$ cat src/rtl/mux_key_reg.sv
// Keyed-selection register: a packed lookup table picks a data word by key, and
// a resettable, write-enabled register captures it. Optional MUX_KEY_REG_DEFAULT_EN
// drives default_out on a key miss (otherwise a miss selects all zeros).
module mux_key_reg #(
  parameter int unsigned                NR_KEY    = 2,
  parameter int unsigned                KEY_LEN   = 1,
  parameter int unsigned                DATA_LEN  = 32,
  parameter logic [DATA_LEN-1:0]        RESET_VAL = 32'h8000_0000
) (
  input  logic                          clk,
  input  logic                          rst,
  input  logic [KEY_LEN-1:0]            key,
  input  logic [NR_KEY*(KEY_LEN+DATA_LEN)-1:0] lut,
  input  logic [DATA_LEN-1:0]           default_out,
  input  logic                          wen,
  output logic [DATA_LEN-1:0]           mux_out,
  output logic [DATA_LEN-1:0]           dout
);

  localparam int unsigned ENTRY_LEN = KEY_LEN + DATA_LEN;

  logic [KEY_LEN-1:0]  entry_key  [NR_KEY];
  logic [DATA_LEN-1:0] entry_data [NR_KEY];
  logic [NR_KEY-1:0]   hit;
  logic [DATA_LEN-1:0] miss_val;
  logic [DATA_LEN-1:0] sel_data;
  logic [DATA_LEN-1:0] dout_d;
  // Simulation starts from the reset value; silicon is undefined until the first reset edge.
  logic [DATA_LEN-1:0] dout_q = RESET_VAL;

  generate
    for (genvar gi = 0; gi < NR_KEY; gi++) begin : g_entry
      assign entry_key[gi]  = lut[gi*ENTRY_LEN + DATA_LEN +: KEY_LEN];
      assign entry_data[gi] = lut[gi*ENTRY_LEN +: DATA_LEN];
      assign hit[gi]        = (entry_key[gi] == key);
    end
  endgenerate

`ifdef MUX_KEY_REG_DEFAULT_EN
  assign miss_val = default_out;
`else
  logic unused_default;
  assign unused_default = ^default_out;
  assign miss_val       = '0;
`endif

  // Walk from the top index down so the lowest matching index is the last to assign.
  always_comb begin
    sel_data = miss_val;
    for (int i = NR_KEY - 1; i >= 0; i--) begin
      if (hit[i]) begin
        sel_data = entry_data[i];
      end
    end
  end

  assign mux_out = sel_data;

  always_comb begin
    dout_d = dout_q;
    if (wen) begin
      dout_d = sel_data;
    end
  end

  always_ff @(posedge clk) begin
    if (rst) begin
      dout_q <= RESET_VAL;
    end else begin
      dout_q <= dout_d;
    end
  end

  assign dout = dout_q;

endmodule

$ cat config.mk
export PLATFORM = sky130hd
export DESIGN_NAME = mux_key_reg
export DESIGN_NICKNAME = d
export VERILOG_FILES = /design/src/rtl/mux_key_reg.sv
export SDC_FILE = /design/constraint.sdc
export NUM_CORES = 1
export LEC_CHECK = 0
export ABC_CLOCK_PERIOD_IN_PS = 1600
export CAP_MARGIN = 20
export CELL_PAD_IN_SITES_DETAIL_PLACEMENT = 1
export CELL_PAD_IN_SITES_GLOBAL_PLACEMENT = 1
export CORE_MARGIN = 4
export CORE_UTILIZATION = 25
export DETAILED_ROUTE_END_ITERATION = 12
export MAX_ROUTING_LAYER = met4
export PLACE_DENSITY_LB_ADDON = 0.1
export SYNTH_ARGS = -nofsm -noshare
export SYNTH_HDL_FRONTEND = slang
export SYNTH_SLANG_ARGS = --single-unit
$ cat constraint.sdc
create_clock -name clk -period 1.6 [get_ports clk]
set_input_delay 0.24 -clock clk [delete_from_list [all_inputs] [get_ports clk]]
set_output_delay 0.24 -clock clk [all_outputs]
set_load 0.01 [all_outputs]
==> flow_metrics.env <==
export IMPL_reg2reg_slack_ns=0.82
export IMPL_slowest_stage="clkdlybuf4s50_1"
export IMPL_core_area_sq_mm=0.00937
export IMPL_r2r_cells=2
export IMPL_worstReg2RegStart="dout[31]"
export IMPL_drive_above_1_share=0.486
export IMPL_drc=0
export IMPL_cts_buffers=5
export IMPL_clk_pin_slew_ns=0.08
export IMPL_crit_required_ns=1.36
export IMPL_ys_flop_type="dfxtp_1"
export IMPL_setup_ws_ns=-0.0261
export IMPL_fin_crit_ns=1.63
export IMPL_violations="negative setup slack"
export IMPL_p_sw_frac=0.341
export IMPL_synth_top_area_frac=0.264
export IMPL_fin_tns_setup_ns=-0.0261
export IMPL_min_from="lut[25]"
export IMPL_crit_chain="clkdlybuf4s50_1, nor3b_2, a211oi_2, nor2_1, buf_2"
export IMPL_startpoint_type="input pin"
export IMPL_synth_edf_count=0
export IMPL_first_iter_violations=116
export IMPL_drtPass1Iterations=4
export IMPL_crit_fanout=2
export IMPL_root_buffer="clkbuf_8"
export IMPL_crit_end="mux_out[5]"
export IMPL_yosysSeqAreaShare=0.264
export IMPL_die_x_um=107
export IMPL_rsz0062_at_grt="yes"
export IMPL_synth_most_common_cell="nand2b_1"
export IMPL_dpl_cell_count=588
export IMPL_grt_antenna_before_repair=1
export IMPL_crit_type="input pin to primary output"
export IMPL_ys_ff_latch=32
export IMPL_irDropWorstVdd_mv=0.243
export IMPL_crit_path_start="lut[38]"
export IMPL_avgSynthCellArea_sq_um=8.21
export IMPL_tightest_slew_ns=0.295
export IMPL_cts_htree_levels=2
export IMPL_vias_per_cell=5.22
export IMPL_maxCapViolations=0
export IMPL_r2r_end="dout[31]"
export IMPL_hold_class="input pin to register"
export IMPL_post_drt_wl_per_cell_um=20.3
export IMPL_grt_pass1_wl_um=19100
export IMPL_die_h_um=107
export IMPL_cpPeakStageDelay_ns=0.45
export IMPL_power_frac_seq=0.296
export IMPL_period_share=1.02
export IMPL_cts_max_path_buffers=2
export IMPL_internal_power_w=0.00197
export IMPL_area_growth_pct=121
export IMPL_vias=3340
export IMPL_fin_cells=640
export IMPL_clock_latency_ns=0.30
export IMPL_io_pins=166
export IMPL_final_nets=611
export IMPL_clock_sinks=32
export IMPL_synth_common_cells="nand2b_1, dfxtp_1, nor2b_1"
export IMPL_dp_hpwl_um=7920
export IMPL_antenna_left=0
export IMPL_combinationalPowerShare=0.469
export IMPL_nFillCells=1074
export IMPL_powerDensity_mw_per_mm2=557
export IMPL_final_hold_viol_count=0
export IMPL_grt_overflow_total=0
export IMPL_portBuffers=133
export IMPL_wl_um=13000
export IMPL_fp_row_count=35
export IMPL_initial_core_util=0.259
export IMPL_largest_register_ffs=32
export IMPL_synth_cells=296
export IMPL_async_flop_share=0
export IMPL_ctsHoldBuffers=0
export IMPL_cts_tree="yes"
export IMPL_syn_area_sq_mm=0.00243
export IMPL_fp_dieArea_sq_mm=0.0114
export IMPL_grt_start_max_net_pins=28
export IMPL_finalMaxSlewViolations=0
export IMPL_max_slew_margin=0.803
export IMPL_track_usage=0.216
export IMPL_synthTopCellsByArea="dfxtp_1, a311oi_1, o32ai_1, a211oi_1, nor3b_1"
export IMPL_grt_pass1_vias=3567
export IMPL_synth_nets=398
export IMPL_synth_top_area_cell="dfxtp_1"
export IMPL_synth_cell_types=20
export IMPL_power_share_clock=0.235
export IMPL_cp_arrival_ns=1.39
export IMPL_p_leak_nw=2.14
export IMPL_fin_skew_ns=0
export IMPL_setup_violations=1
export IMPL_status="complete, but fails checks"
export IMPL_p_switching_w=0.00102
export IMPL_yosys_warnings=0
export IMPL_max_freq_mhz=615
export IMPL_gp_congestion=0.783
export IMPL_crit_path_end_kind="primary output"
timing repair:
action	in CTS	in global routing
setup endpoints to repair	32	27
gates cloned	1	4
pin swaps	63	26
resized for setup	228	56
setup buffers	23	15
worst min-delay path by stage:
stage	end	slack [ns]	depth (start not counted)
floorplan	dout[27]	0.44	2
global placement	dout[15]	0.48	2
detailed placement	dout[10]	0.48	2
CTS	dout[10]	0.50	2
global route	dout[25]	0.46	3
finish	dout[25]	0.44	3
cell type report:
type                    count  area (sq um)  area share
repair buffers            244          2250       0.419
well taps                 129           161      0.0301
inverters                   1          3.75    0.000700
multi-input cells         225          2220       0.414
clock buffers               8          90.1      0.0168
flip-flops and latches     32           641       0.119
diodes                      1          2.50    0.000466
worst max-delay path, delay by kind of cell:
| family | cells | cell delay [ns] |
|---|---|---|
| AOI/OAI and AO/OA | 1 | 0.27 |
| buffers and inverters | 2 | 0.60 |
| and+or+nand+nor | 2 | 0.28 |
placed cells by master (no fill, tap or decap), types with 11 or more instances in the layout:
| cell | netlist | layout |
|---|---|---|
| buf_4 | 7 | 93 |
| clkdlybuf4s50_1 | 0 | 59 |
| nand2b_1 | 33 | 33 |
| dfxtp_1 | 32 | 32 |
| nor2b_1 | 32 | 31 |
| nor2_1 | 31 | 31 |
| o32ai_1 | 31 | 31 |
| a211oi_2 | 0 | 28 |
| a311oi_2 | 0 | 27 |
| dlygate4sd2_1 | 0 | 22 |
| buf_2 | 13 | 22 |
| nor3b_2 | 0 | 20 |
| dlymetal6s2s_1 | 0 | 17 |
| nor3b_4 | 0 | 11 |
layer usage:
layer,routed length [um],track usage,vias up
met1,5550,0.269,1655
met4,115,0.0521,0
li1,-,-,1574
met3,677,0.0331,11
met5,0,-,-
met2,6620,0.371,100
power by group through the flow:
| stage | Clock, W | Sequential [W] | Combinational [W] |
|---|---|---|---|
| 6_report | 0.000700 | 0.000885 | 0.00140 |
| 5_1_grt | 0.000754 | 0.000891 | 0.00149 |
| 4_1_cts | 0.000714 | 0.000885 | 0.00130 |
| 3_3_place_gp | 0 | 0.000900 | 0.00113 |
| 2_1_floorplan | 0 | 0.000924 | 0.000419 |
| 3_5_place_dp | 0 | 0.000902 | 0.00114 |
logic make-up after synthesis:
logic type	share of synthesized area
and+or+nand+nor	0.317
AOI/OAI and AO/OA	0.332
buffers and inverters	0.0875
DFF	0.264
through the flow:
stage	area [sq um]	setup slack, ns	utilization	hold slack [ns]	power, W
floorplan	2430	0.349	-	0.436	0.00134
global route	5370	-0.0493	0.572	0.457	0.00314
global placement	4310	-0.572	0.459	0.477	0.00203
detailed placement	4310	-0.614	0.459	0.481	0.00205
finish	5370	-0.0261	0.572	0.440	0.00299
CTS	5060	-0.0498	0.540	0.495	0.00290
Power figures use the tool's default switching activity.
